--- src/rtl/ayatsuki_bus_arbiter.sv ---
// ayatsuki_bus_arbiter: shares one memory-bus slave port between NUM_MASTERS requesters.
// Define AYATSUKI_ARB_ROUND_ROBIN_EN for round-robin arbitration; fixed priority otherwise.
module ayatsuki_bus_arbiter #(
  parameter int unsigned NUM_MASTERS = 3,
  parameter int unsigned ADDR_W      = 32,
  parameter int unsigned DATA_W      = 32
) (
  input  logic                            clk,
  input  logic                            rst,
  input  logic [NUM_MASTERS-1:0]          m_req,
  input  logic [NUM_MASTERS-1:0]          m_we,
  input  logic [NUM_MASTERS*ADDR_W-1:0]   m_addr,
  input  logic [NUM_MASTERS*DATA_W-1:0]   m_wdata,
  input  logic [NUM_MASTERS*DATA_W/8-1:0] m_be,
  output logic [NUM_MASTERS-1:0]          m_gnt,
  output logic [NUM_MASTERS-1:0]          m_rvalid,
  output logic [DATA_W-1:0]               m_rdata,
  output logic                            s_req,
  output logic                            s_we,
  output logic [ADDR_W-1:0]               s_addr,
  output logic [DATA_W-1:0]               s_wdata,
  output logic [DATA_W/8-1:0]             s_be,
  input  logic                            s_gnt,
  input  logic                            s_rvalid,
  input  logic [DATA_W-1:0]               s_rdata
);

  localparam int unsigned BeW  = DATA_W / 8;
  localparam int unsigned IdxW = (NUM_MASTERS > 1) ? $clog2(NUM_MASTERS) : 1;

  typedef enum logic [1:0] {StIdle, StIssue, StWait} state_e;

  state_e            state_q, state_d;
  logic [IdxW-1:0]   owner_q, owner_d;
  logic [IdxW-1:0]   last_q, last_d;
  logic [IdxW-1:0]   win, idx;
  logic              win_valid;
  logic              we_q, we_d;
  logic [ADDR_W-1:0] addr_q, addr_d;
  logic [DATA_W-1:0] wdata_q, wdata_d;
  logic [BeW-1:0]    be_q, be_d;
  logic              complete;

  logic [ADDR_W-1:0] addr_arr  [NUM_MASTERS];
  logic [DATA_W-1:0] wdata_arr [NUM_MASTERS];
  logic [BeW-1:0]    be_arr    [NUM_MASTERS];

  for (genvar g = 0; g < NUM_MASTERS; g++) begin : g_unpack
    assign addr_arr[g]  = m_addr[g*ADDR_W +: ADDR_W];
    assign wdata_arr[g] = m_wdata[g*DATA_W +: DATA_W];
    assign be_arr[g]    = m_be[g*BeW +: BeW];
  end

  always_comb begin : arbitrate
    win       = '0;
    win_valid = 1'b0;
    idx       = '0;
`ifdef AYATSUKI_ARB_ROUND_ROBIN_EN
    // Search upward from the master after the last winner, wrapping around.
    for (int unsigned k = 1; k <= NUM_MASTERS; k++) begin
      idx = IdxW'((32'(last_q) + k) % NUM_MASTERS);
      if (!win_valid && m_req[idx]) begin
        win_valid = 1'b1;
        win       = idx;
      end
    end
`else
    for (int unsigned i = 0; i < NUM_MASTERS; i++) begin
      idx = IdxW'(i);
      if (!win_valid && m_req[idx]) begin
        win_valid = 1'b1;
        win       = idx;
      end
    end
`endif
  end

  always_comb begin : fsm
    state_d  = state_q;
    owner_d  = owner_q;
    last_d   = last_q;
    we_d     = we_q;
    addr_d   = addr_q;
    wdata_d  = wdata_q;
    be_d     = be_q;
    m_gnt    = '0;
    m_rvalid = '0;
    complete = 1'b0;
    unique case (state_q)
      StIdle: begin
        // Gate the combinational grant so it stays low while reset is held.
        if (win_valid && !rst) begin
          m_gnt[win] = 1'b1;
          owner_d    = win;
          last_d     = win;
          we_d       = m_we[win];
          addr_d     = addr_arr[win];
          wdata_d    = wdata_arr[win];
          be_d       = be_arr[win];
          state_d    = StIssue;
        end
      end
      StIssue: begin
        if (s_gnt) begin
          if (s_rvalid) begin
            complete = 1'b1;
            state_d  = StIdle;
          end else begin
            state_d = StWait;
          end
        end
      end
      StWait: begin
        if (s_rvalid) begin
          complete = 1'b1;
          state_d  = StIdle;
        end
      end
      default: state_d = StIdle;
    endcase
    if (complete) begin
      m_rvalid[owner_q] = 1'b1;
    end
  end

  always_ff @(posedge clk or posedge rst) begin
    if (rst) begin
      state_q <= StIdle;
      owner_q <= '0;
      last_q  <= IdxW'(NUM_MASTERS - 1);
      we_q    <= 1'b0;
      addr_q  <= '0;
      wdata_q <= '0;
      be_q    <= '0;
    end else begin
      state_q <= state_d;
      owner_q <= owner_d;
      last_q  <= last_d;
      we_q    <= we_d;
      addr_q  <= addr_d;
      wdata_q <= wdata_d;
      be_q    <= be_d;
    end
  end

  assign s_req   = (state_q == StIssue);
  assign s_we    = we_q;
  assign s_addr  = addr_q;
  assign s_wdata = wdata_q;
  assign s_be    = be_q;
  assign m_rdata = s_rdata;

endmodule

--- config.mk ---
export PLATFORM = sky130hd
export DESIGN_NAME = ayatsuki_bus_arbiter
export DESIGN_NICKNAME = d
export VERILOG_FILES = /design/src/rtl/ayatsuki_bus_arbiter.sv
export SDC_FILE = /design/constraint.sdc
export NUM_CORES = 1
export LEC_CHECK = 0
export CORE_AREA = 3 3 136 138
export CTS_BUF_LIST = sky130_fd_sc_hd__clkbuf_4 sky130_fd_sc_hd__clkbuf_8
export DETAILED_ROUTE_END_ITERATION = 8
export DIE_AREA = 0 0 139 141
export PLACE_DENSITY_LB_ADDON = 0.25
export SYNTH_ARGS = -nofsm -noshare
export SYNTH_HDL_FRONTEND = slang
export SYNTH_SLANG_ARGS = --single-unit
--- constraint.sdc ---
create_clock -name clk -period 4.9 [get_ports clk]
set_input_delay 0.98 -clock clk [delete_from_list [all_inputs] [get_ports clk]]
set_output_delay 0.98 -clock clk [all_outputs]
set_load 0.005 [all_outputs]
==> qor.csv, run 1 <==
stage;metric;value;unit
sta;hold_viol;0;
synthesis;avgSynthCellArea;8.66;sq um
critical_path;worstSetupPathType;primary input to primary output;
power_and_ir_drop;p_total;3.00;mW
critical_path;cp-start-kind;primary input;
die;initial_core_util;0.253;
min_path;hold_start;s_wdata[28]$_DFFE_PP0P_;
final_layout;num_antenna_cells;0;
synthesis;syn_area;4380;sq um
clocking;cts-root-buf;clkbuf_8;
placed_design;placed_cell_area;7170;sq um
synthesis;synth-edff-count;0;
die;die_h;141;microns
clocking;cts.reportedPaths.clkPinSlew;0.07;ns
synthesis;synth_ff_type;dfrtp_1;
critical_path;slowest_stage;clkdlybuf4s50_1;
routing;firstDrtPassIters;4;
final_layout;final_core_util;0.429;
sta;period_minus_slack;4.11;ns
routing;routedWlPerCell;18.4;microns
placed_design;gp_congestion;0.806;
synthesis;synthArstFlopShare;1.00;
critical_path;cp_top_family;buffers and inverters;
sta;clock.fmax;243;MHz
synthesis;netlist_instances;506;
synthesis;ys_ff_latch;73;
routing;viasPerCell;4.85;
synthesis;synth_area_leaders;dfrtp_1, buf_4, o21ai_0;
clocking;clock_latency;0.35;ns
sta;fin_crit_sh;0.840;
critical_path;startpoint;m_req[0];
critical_path;critPathMaxStageDelay;0.81;ns
final_layout;final_layout_size_suffix_gt1_frac;0.0548;
grt;grt.overflow.total;0;
clocking;h-tree-depth;3;
die;core.rowCount;48;
grt;track_usage;0.179;
clocking;clkSinkCount;73;
synthesis;yosysUniqueCellTypes;34;
routing;dr.first_iter.drc_count;201;
critical_path;crit_fanout;12;
synthesis;synth_top_area_share;0.417;
grt;grt_pass1_wl;27800;microns
job;drv_cap;0;
sta;finalSetupTns;0;ns
critical_path;cp_data_required_time;3.92;ns
min_path;hold_path.class;register to register;
final_layout;fill_cells;1675;
critical_path;path_buf_inv;2;
clocking;ctsHoldBuffers;0;
routing;ant_nets;0;
synthesis;synth_top_area_cell;dfrtp_1;
final_layout;nNetsFinal;992;
final_layout;area_growth;69.1;%
power_and_ir_drop;ir_drop;0.000184;V
die;core;17300;sq um
die;die-area;19600;sq um
routing;wirelength;17900;microns
power_and_ir_drop;leakage;2.97;nW
critical_path;r2r-start;state_q[0]$_DFFE_PP0P_;
clocking;cts_made_buffers;9;
clocking;post_cts_buffers;0;
grt;grt_antenna_before_repair;0;
die;ios;354;
clocking;cts_buffer_depth;2;
routing;drc;0;
grt;grt_pass1_vias;4873;
placed_design;io_buffers;289;
grt;grt_max_degree;75;
final_layout;fin_area;7420;sq um
sta;finalMaxSlewViolations;0;
placed_design;dp_hpwl;13300;microns
synthesis;syn-num-nets;755;
sta;max-slew-margin-rel;0.344;
sta;fin_worst_skew;0.0121;ns
clocking;ctsResizeCount;0;
critical_path;end_kind;primary output;
sta;worst_pin_slew;0.984;ns
sta;rsz0062_at_grt;false;
power_and_ir_drop;p_per_area;405;nW/um^2
critical_path;path_cells;clkdlybuf4s50_1, nor3_2, nand3b_1, nor3_2, clkdlybuf4s50_1;
outcome;status;completed;
synthesis;ys_warn_count;0;
synthesis;seq_area_frac_synth;0.417;
die;fp.dieW;139;microns
sta;setup_viol;0;
critical_path;cp.arrival;3.13;ns
clocking;cts_tree;done;
routing;num_vias;4716;
-- metrics by stage --
step,setup slack [ns],cells,hold slack (ns)
2_1_floorplan,0.609,506,0.471
3_3_place_gp,0.842,957,0.461
3_5_place_dp,0.807,957,0.470
4_1_cts,0.796,973,0.487
5_1_grt,0.638,973,0.505
6_report,0.786,973,0.476
-- synthesized netlist by cell type, types with 12 or more instances --
| cell | n |
|---|---|
| a22o_1 | 27 |
| a22oi_1 | 28 |
| and2_1 | 29 |
| buf_2 | 12 |
| buf_4 | 50 |
| clkbuf_1 | 14 |
| dfrtp_1 | 73 |
| nand2_1 | 70 |
| o21ai_0 | 65 |
| o21ai_1 | 36 |
| o22ai_1 | 41 |
-- routing by layer --
| metal | share of wire | global-route usage | vias to the layer above |
|---|---|---|---|
| met2 | 0.51 | 0.321 | 209 |
| met4 | 0.027 | 0.0597 | 0 |
| met3 | 0.072 | 0.0458 | 43 |
| met5 | 0 | 0 | - |
| met1 | 0.39 | 0.209 | 2199 |
| li1 | - | - | 2265 |
-- layout by cell type (no fill, tap or decap), types with 2 or more instances in the layout --
cell / instances
clkinv_2: 2
inv_1: 5
a21oi_1: 6
nand2b_1: 6
nor3_2: 2
o21ai_1: 36
nor3b_1: 2
a22o_1: 27
o21ai_0: 65
clkdlybuf4s50_1: 288
nand3b_1: 4
nor2_1: 4
a221oi_1: 3
a21o_1: 2
clkbuf_8: 9
buf_4: 13
ha_1: 3
and2_1: 29
bufinv_16: 3
dfrtp_1: 73
a22oi_1: 28
nor2b_1: 5
clkbuf_4: 2
nand2_1: 70
nor3_1: 2
mux2_2: 3
o22ai_1: 41
nand3_1: 3
-- final cells by class --
cell class	instances	area [sq um]	area share
Timing Repair Buffer	302	2990	0.403
Multi-Input combinational cell	350	2050	0.277
Sequential cell	73	1830	0.246
Tap cell	225	282	0.0380
Clock buffer	11	139	0.0187
Clock inverter	5	104	0.0140
Inverter	7	27.5	0.00371
-- where the power goes --
group	internal [mW]	leakage (nW)	total (mW)	switching [mW]
clock network	0.350	0.124	0.581	0.231
registers	0.886	0.903	1.04	0.157
logic	0.824	1.94	1.38	0.555
total	2.06	2.97	3.00	0.944
-- sequential cells by signal, indices dropped and copies added, names as in the netlist --
signal   cells
s_we         1
owner_q      2
s_addr      32
s_wdata     32
state_q      2
s_be         4
-- cell families (layout without fill, tap and decap cells) --
family,Yosys count,count (layout),synth area share
simple gates,131,131,0.148
fa+ha+maj,3,3,0.00856
compound gates,213,213,0.302
buf+inv,83,325,0.117
mux,3,3,0.00770
flops,73,73,0.417
-- worst reg2reg max path: stages (launching register included) --
cell      delay [ns]
dfrtp_1         0.39
inv_1           0.08
ha_1            0.26
nand3b_1        0.32
buf_4           0.50
o21ai_0         0.22
-- worst paths after layout --
kind | slack (ns) | endpoint | cells past startpoint
worst max-delay path | 0.79 | m_gnt[2] | 5
worst min-delay path | 0.48 | s_wdata[28]$_DFFE_PP0P_ | 2
worst max register to register | 2.98 | s_wdata[30]$_DFFE_PP0P_ | 5
worst min register to register | 0.48 | s_wdata[28]$_DFFE_PP0P_ | 2
max in group asynchronous | 2.86 | s_wdata[1]$_DFFE_PP0P_ | 3
min in group asynchronous | 1.42 | state_q[0]$_DFFE_PP0P_ | 3
(Power assumes the default switching activity.)
==> run 2, diff against run 1 <==
==> constraint.sdc (replaced) <==
create_clock -name clk -period 4 [get_ports clk]
set_input_delay 0.8 -clock clk [delete_from_list [all_inputs] [get_ports clk]]
set_output_delay 0.8 -clock clk [all_outputs]
set_load 0.005 [all_outputs]
==> qor.csv, run 2 (synthesis results as in run 1) <==
stage;metric;value;unit;change
clocking;cts-root-buf;clkbuf_8;;unchanged
critical_path;cp_data_required_time;3.20;ns;was 3.92 ns
die;core.rowCount;48;;unchanged
min_path;hold_path.class;register to register;;unchanged
power_and_ir_drop;ir_drop;0.000234;V;was 0.000184 V
power_and_ir_drop;seq_power_share;0.357;;was 0.347
sta;finalSetupTns;0;ns;unchanged
final_layout;layout_common_cells;clkdlybuf4s50_1, dfrtp_1, nand2_1;;unchanged
routing;ant_nets;0;;unchanged
critical_path;path_buf_inv;2;;unchanged
power_and_ir_drop;leakage;2.95;nW;was 2.97 nW
die;initial_core_util;0.253;;unchanged
clocking;cts.reportedPaths.clkPinSlew;0.08;ns;was 0.07 ns
critical_path;cp-start-kind;primary input;;unchanged
sta;holdWs;0.481;ns;was 0.476 ns
clocking;cts_tree;done;;unchanged
power_and_ir_drop;switching_share;0.323;;was 0.314
sta;clock.fmax;300;MHz;
routing;dr.first_iter.drc_count;165;;was 201
sta;finalMaxSlewViolations;0;;unchanged
placed_design;dp_cells;958;;was 957
final_layout;fill_cells;1697;;was 1675
power_and_ir_drop;p_total;3.60;mW;was 3.00 mW
power_and_ir_drop;p_int;2.44;mW;was 2.06 mW
routing;drc;0;;unchanged
sta;period_minus_slack;3.34;ns;
placed_design;gp_congestion;0.818;;was 0.806
final_layout;final_layout_size_suffix_gt1_frac;0.0561;;was 0.0548
final_layout;fin_cells;974;;was 973
critical_path;critPathMaxStageDelay;0.50;ns;was 0.81 ns
sta;rsz0062_at_grt;false;;unchanged
grt;grt.overflow.total;0;;unchanged
clocking;ctsResizeCount;0;;unchanged
critical_path;crit_fanout;7;;was 12
routing;viasPerCell;4.92;;was 4.85
sta;fin_worst_skew;0.00697;ns;was 0.0121 ns
sta;hold_viol;0;;unchanged
final_layout;final_common_cell;clkdlybuf4s50_1;;unchanged
grt;grt_max_degree;75;;unchanged
clocking;clock_latency;0.35;ns;about the same
sta;fin_crit_sh;0.834;;
final_layout;nNetsFinal;993;;was 992
final_layout;num_antenna_cells;0;;unchanged
placed_design;placed_cell_area;7180;sq um;was 7170 sq um
power_and_ir_drop;switchingPower;1.16;mW;was 0.944 mW
clocking;h-tree-depth;3;;unchanged
placed_design;io_buffers;289;;unchanged
critical_path;path_cells;clkdlybuf4s50_1, nor3_2, nand3b_1, nor2_1, clkdlybuf4s50_1;;was clkdlybuf4s50_1, nor3_2, nand3b_1, nor3_2, clkdlybuf4s50_1
critical_path;worstSetupPathType;primary input to primary output;;unchanged
clocking;cts_made_buffers;9;;unchanged
clocking;clkSinkCount;73;;unchanged
clocking;ctsHoldBuffers;0;;unchanged
power_and_ir_drop;p_per_area;486;nW/um^2;was 405 nW/um^2
power_and_ir_drop;p_clk_frac;0.173;;was 0.193
critical_path;cp_common_cell;clkdlybuf4s50_1;;
critical_path;cp.arrival;2.54;ns;was 3.13 ns
die;core;17300;sq um;unchanged
routing;wirelength;18100;microns;was 17900 microns
die;fp.dieW;139;microns;unchanged
critical_path;slowest_stage;clkdlybuf4s50_1;;unchanged
clocking;cts_buffer_depth;2;;unchanged
sta;max-slew-margin-rel;0.355;;was 0.344
final_layout;fin_area;7400;sq um;was 7420 sq um
routing;num_vias;4790;;was 4716
grt;grt_pass1_wl;27800;microns;about the same
die;ios;354;;unchanged
grt;grt_antenna_before_repair;0;;unchanged
routing;routedWlPerCell;18.6;microns;was 18.4 microns
die;die_h;141;microns;unchanged
sta;worst_pin_slew;0.967;ns;was 0.984 ns
grt;track_usage;0.178;;was 0.179
outcome;status;completed;;unchanged
critical_path;end_kind;primary output;;unchanged
power_and_ir_drop;combPwrFrac;0.470;;was 0.459
final_layout;area_growth;68.7;%;was 69.1%
die;die-area;19600;sq um;unchanged
clocking;post_cts_buffers;0;;unchanged
sta;setup_viol;0;;unchanged
grt;grt_pass1_vias;4952;;was 4873
critical_path;cp_top_family;buffers and inverters;;unchanged
placed_design;dp_hpwl;13500;microns;was 13300 microns
job;drv_cap;0;;unchanged
routing;firstDrtPassIters;6;;was 4
run 2: cell types whose count changed in the layout (fill, tap and decap cells not counted), sizes merged:
cell | previous run | this run
buf | 14 | 15
bufinv | 3 | 1
clkbuf | 11 | 12
clkinv | 3 | 2
clkinvlp | 0 | 2
run 2: stage by stage:
step	setup WS, ns	utilization
2_1_floorplan	0.0687	-
3_3_place_gp	0.660	0.415
3_5_place_dp	0.625	0.415
4_1_cts	0.629	0.428
5_1_grt	0.523	0.428
6_report	0.663	0.428
run 2: path summary, 6_finish.rpt:
kind / startpoint / end / slack (ns) / cells past startpoint
worst max-delay path: m_req[2] / m_gnt[0] / 0.66 / 5
worst min-delay path: s_addr[20]$_DFFE_PP0P_ / s_addr[20]$_DFFE_PP0P_ / 0.48 / 2
worst max register to register: state_q[0]$_DFFE_PP0P_ / s_wdata[29]$_DFFE_PP0P_ / 2.08 / 5
worst min register to register: s_addr[20]$_DFFE_PP0P_ / s_addr[20]$_DFFE_PP0P_ / 0.48 / 2
max in group asynchronous: rst / s_addr[16]$_DFFE_PP0P_ / 2.15 / 3
min in group asynchronous: rst / s_addr[12]$_DFFE_PP0P_ / 1.24 / 3
run 2: area by class of cell:
cell class / instances / area (sq um) / share of cell area
clock buffers: 12 / 165 / 0.0223
clock inverters: 4 / 50.0 / 0.00677
inverters: 7 / 27.5 / 0.00372
multi-input cells: 350 / 2050 / 0.277
flip-flops and latches: 73 / 1830 / 0.247
well taps: 225 / 282 / 0.0381
repair buffers: 303 / 2990 / 0.405
run 2: per-layer routing:
| metal | vias to the layer above | track usage | share of wire |
|---|---|---|---|
| met3 | 38 | 0.0475 | 0.071 |
| li1 | 2260 | - | - |
| met4 | 0 | 0.0618 | 0.024 |
| met1 | 2267 | 0.207 | 0.39 |
| met2 | 225 | 0.317 | 0.52 |
| met5 | - | 0 | 0 |
run 2: worst register-to-register path, delay by kind of cell (launching register included):
kind	cells	cell delay, ns
AND/OR/NAND/NOR	1	0.30
AO/OA/AOI/OAI	1	0.23
flip-flops	1	0.38
buffers and inverters	2	0.59
adder cells (fa/ha/maj)	1	0.28
run 2: power by group through the flow:
stage | clock (mW) | sequential [mW] | combinational [mW]
6_report | 0.623 | 1.28 | 1.69
5_1_grt | 0.685 | 1.33 | 1.86
4_1_cts | 0.656 | 1.28 | 1.72
3_5_place_dp | 0 | 1.29 | 1.72
3_3_place_gp | 0 | 1.28 | 1.69
2_1_floorplan | 0 | 1.30 | 0.619
==> run 3, diff against run 2 <==
==> constraint.sdc (replaced) <==
create_clock -name clk -period 3.2 [get_ports clk]
set_input_delay 0.64 -clock clk [delete_from_list [all_inputs] [get_ports clk]]
set_output_delay 0.64 -clock clk [all_outputs]
set_load 0.005 [all_outputs]
==> qor.csv, run 3 (synthesis results as in run 1) <==
stage;metric;value;unit;change
die;core.rowCount;48;;unchanged
clocking;ctsResizeCount;0;;unchanged
outcome;status;completed;;unchanged
sta;fin_worst_skew;0.00831;ns;was 0.00697 ns
placed_design;dp_hpwl;13800;microns;was 13500 microns
clocking;clock_latency;0.36;ns;was 0.35 ns
sta;setup_viol;0;;unchanged
grt;grt_pass1_wl;28100;microns;was 27800 microns
critical_path;worstSetupPathType;primary input to primary output;;unchanged
final_layout;area_growth;69.1;%;was 68.7%
job;drv_cap;0;;unchanged
sta;fin_crit_sh;0.937;;
routing;drc;0;;unchanged
clocking;post_cts_buffers;0;;unchanged
sta;max-slew-margin-rel;0.329;;was 0.355
die;core;17300;sq um;unchanged
final_layout;layout_common_cells;clkdlybuf4s50_1, dfrtp_1, nand2_1;;unchanged
clocking;cts_made_buffers;9;;unchanged
clocking;cts-root-buf;clkbuf_8;;unchanged
routing;num_vias;4777;;was 4790
placed_design;io_buffers;289;;unchanged
grt;track_usage;0.179;;was 0.178
grt;grt.overflow.total;0;;unchanged
routing;firstDrtPassIters;4;;was 6
routing;routedWlPerCell;18.5;microns;was 18.6 microns
routing;viasPerCell;4.89;;was 4.92
sta;hold_viol;0;;unchanged
final_layout;multi_input_area;2050;sq um;unchanged
die;die_h;141;microns;unchanged
clocking;h-tree-depth;3;;unchanged
final_layout;fill_cells;1702;;was 1697
sta;finalMaxSlewViolations;0;;unchanged
placed_design;placed_cell_area;7230;sq um;was 7180 sq um
placed_design;gp_congestion;0.850;;was 0.818
sta;worst_slack;0.200;ns;was 0.663 ns
die;ios;354;;unchanged
final_layout;final_core_util;0.429;;was 0.428
die;initial_core_util;0.253;;unchanged
sta;rsz0062_at_grt;false;;unchanged
routing;wirelength;18100;microns;about the same
sta;finalSetupTns;0;ns;unchanged
final_layout;ff_latch_area;1830;sq um;unchanged
critical_path;cp.arrival;2.36;ns;was 2.54 ns
critical_path;crit_fanout;7;;unchanged
final_layout;final_common_cell;clkdlybuf4s50_1;;unchanged
sta;holdWs;0.480;ns;was 0.481 ns
critical_path;critPathMaxStageDelay;0.54;ns;was 0.50 ns
clocking;clkSinkCount;73;;unchanged
routing;ant_nets;0;;unchanged
sta;period_minus_slack;3.00;ns;
min_path;hold_path.class;register to register;;unchanged
critical_path;cp-start-kind;primary input;;unchanged
critical_path;cp_data_required_time;2.56;ns;was 3.20 ns
grt;grt_max_degree;75;;unchanged
sta;clock.fmax;333;MHz;
clocking;ctsHoldBuffers;0;;unchanged
final_layout;nNetsFinal;996;;was 993
clocking;cts_tree;done;;unchanged
grt;grt_antenna_before_repair;0;;unchanged
critical_path;path_cells;clkdlybuf4s50_1, nor3_2, nand3b_1, nor3_2, clkdlybuf4s50_1;;was clkdlybuf4s50_1, nor3_2, nand3b_1, nor2_1, clkdlybuf4s50_1
final_layout;num_antenna_cells;0;;unchanged
placed_design;post-place-ws;0.194;ns;was 0.625 ns
routing;dr.first_iter.drc_count;143;;was 165
grt;grt_pass1_vias;4949;;was 4952
critical_path;slowest_stage;clkdlybuf4s50_1;;unchanged
clocking;cts.reportedPaths.clkPinSlew;0.07;ns;was 0.08 ns
die;fp.dieW;139;microns;unchanged
final_layout;fin_area;7420;sq um;was 7400 sq um
sta;worst_pin_slew;1.01;ns;was 0.967 ns
clocking;cts_buffer_depth;2;;unchanged
critical_path;reg2reg_slack;1.30;ns;was 2.08 ns
critical_path;end_kind;primary output;;unchanged
die;die-area;19600;sq um;unchanged
power_and_ir_drop;leakage;2.96;nW;was 2.95 nW
power_and_ir_drop;p_per_area;598;nW/um^2;was 486 nW/um^2
power_and_ir_drop;ir_drop;0.000225;V;was 0.000234 V
final_layout;final_layout_size_suffix_gt1_frac;0.0598;;was 0.0561
[run 3: metal layers]
layer	up-vias	routed length, microns	track usage
met4	0	483	0.0566
met5	-	0	0
met3	48	1290	0.0590
li1	2271	-	-
met2	223	9070	0.311
met1	2235	7250	0.211
[run 3: layout make-up]
type / instances / share of cell area
clock buffer: 12 / 0.0214
clock inverter: 4 / 0.00354
inverter: 7 / 0.00405
multi-input combinational: 350 / 0.277
sequential: 73 / 0.246
tap: 225 / 0.0380
timing repair buffer: 306 / 0.410
[run 3: worst max-delay path: cells and delay by family]
| kind | cells | cell delay [ns] |
|---|---|---|
| and+or+nand+nor | 3 | 0.68 |
| buffers and inverters | 2 | 1.04 |
[run 3: path summary, 6_finish.rpt]
check                      cells past startpoint               startpoint                      end
max in group asynchronous                      3                      rst    s_addr[0]$_DFFE_PP0P_
min reg2reg                                    2  s_wdata[18]$_DFFE_PP0P_  s_wdata[18]$_DFFE_PP0P_
min in group asynchronous                      3                      rst   s_addr[17]$_DFFE_PP0P_
max reg2reg                                    5   state_q[0]$_DFFE_PP0P_      s_be[3]$_DFFE_PP0P_
min                                            2  s_wdata[18]$_DFFE_PP0P_  s_wdata[18]$_DFFE_PP0P_
max                                            5                 m_req[2]                 m_gnt[2]
[run 3: power by group]
group | switching [mW] | internal (mW) | leakage (nW) | total [mW]
clock network | 0.358 | 0.333 | 0.0962 | 0.690
registers | 0.247 | 1.36 | 0.903 | 1.60
logic | 0.859 | 1.28 | 1.96 | 2.14
total | 1.46 | 2.97 | 2.96 | 4.43
[run 3: stage by stage]
| step | cells | power, mW |
|---|---|---|
| after global routing | 977 | 4.78 |
| after CTS | 977 | 4.50 |
| after global placement | 961 | 3.74 |
| after detailed placement | 961 | 3.78 |
| after floorplan | 506 | 2.40 |
| final | 977 | 4.43 |
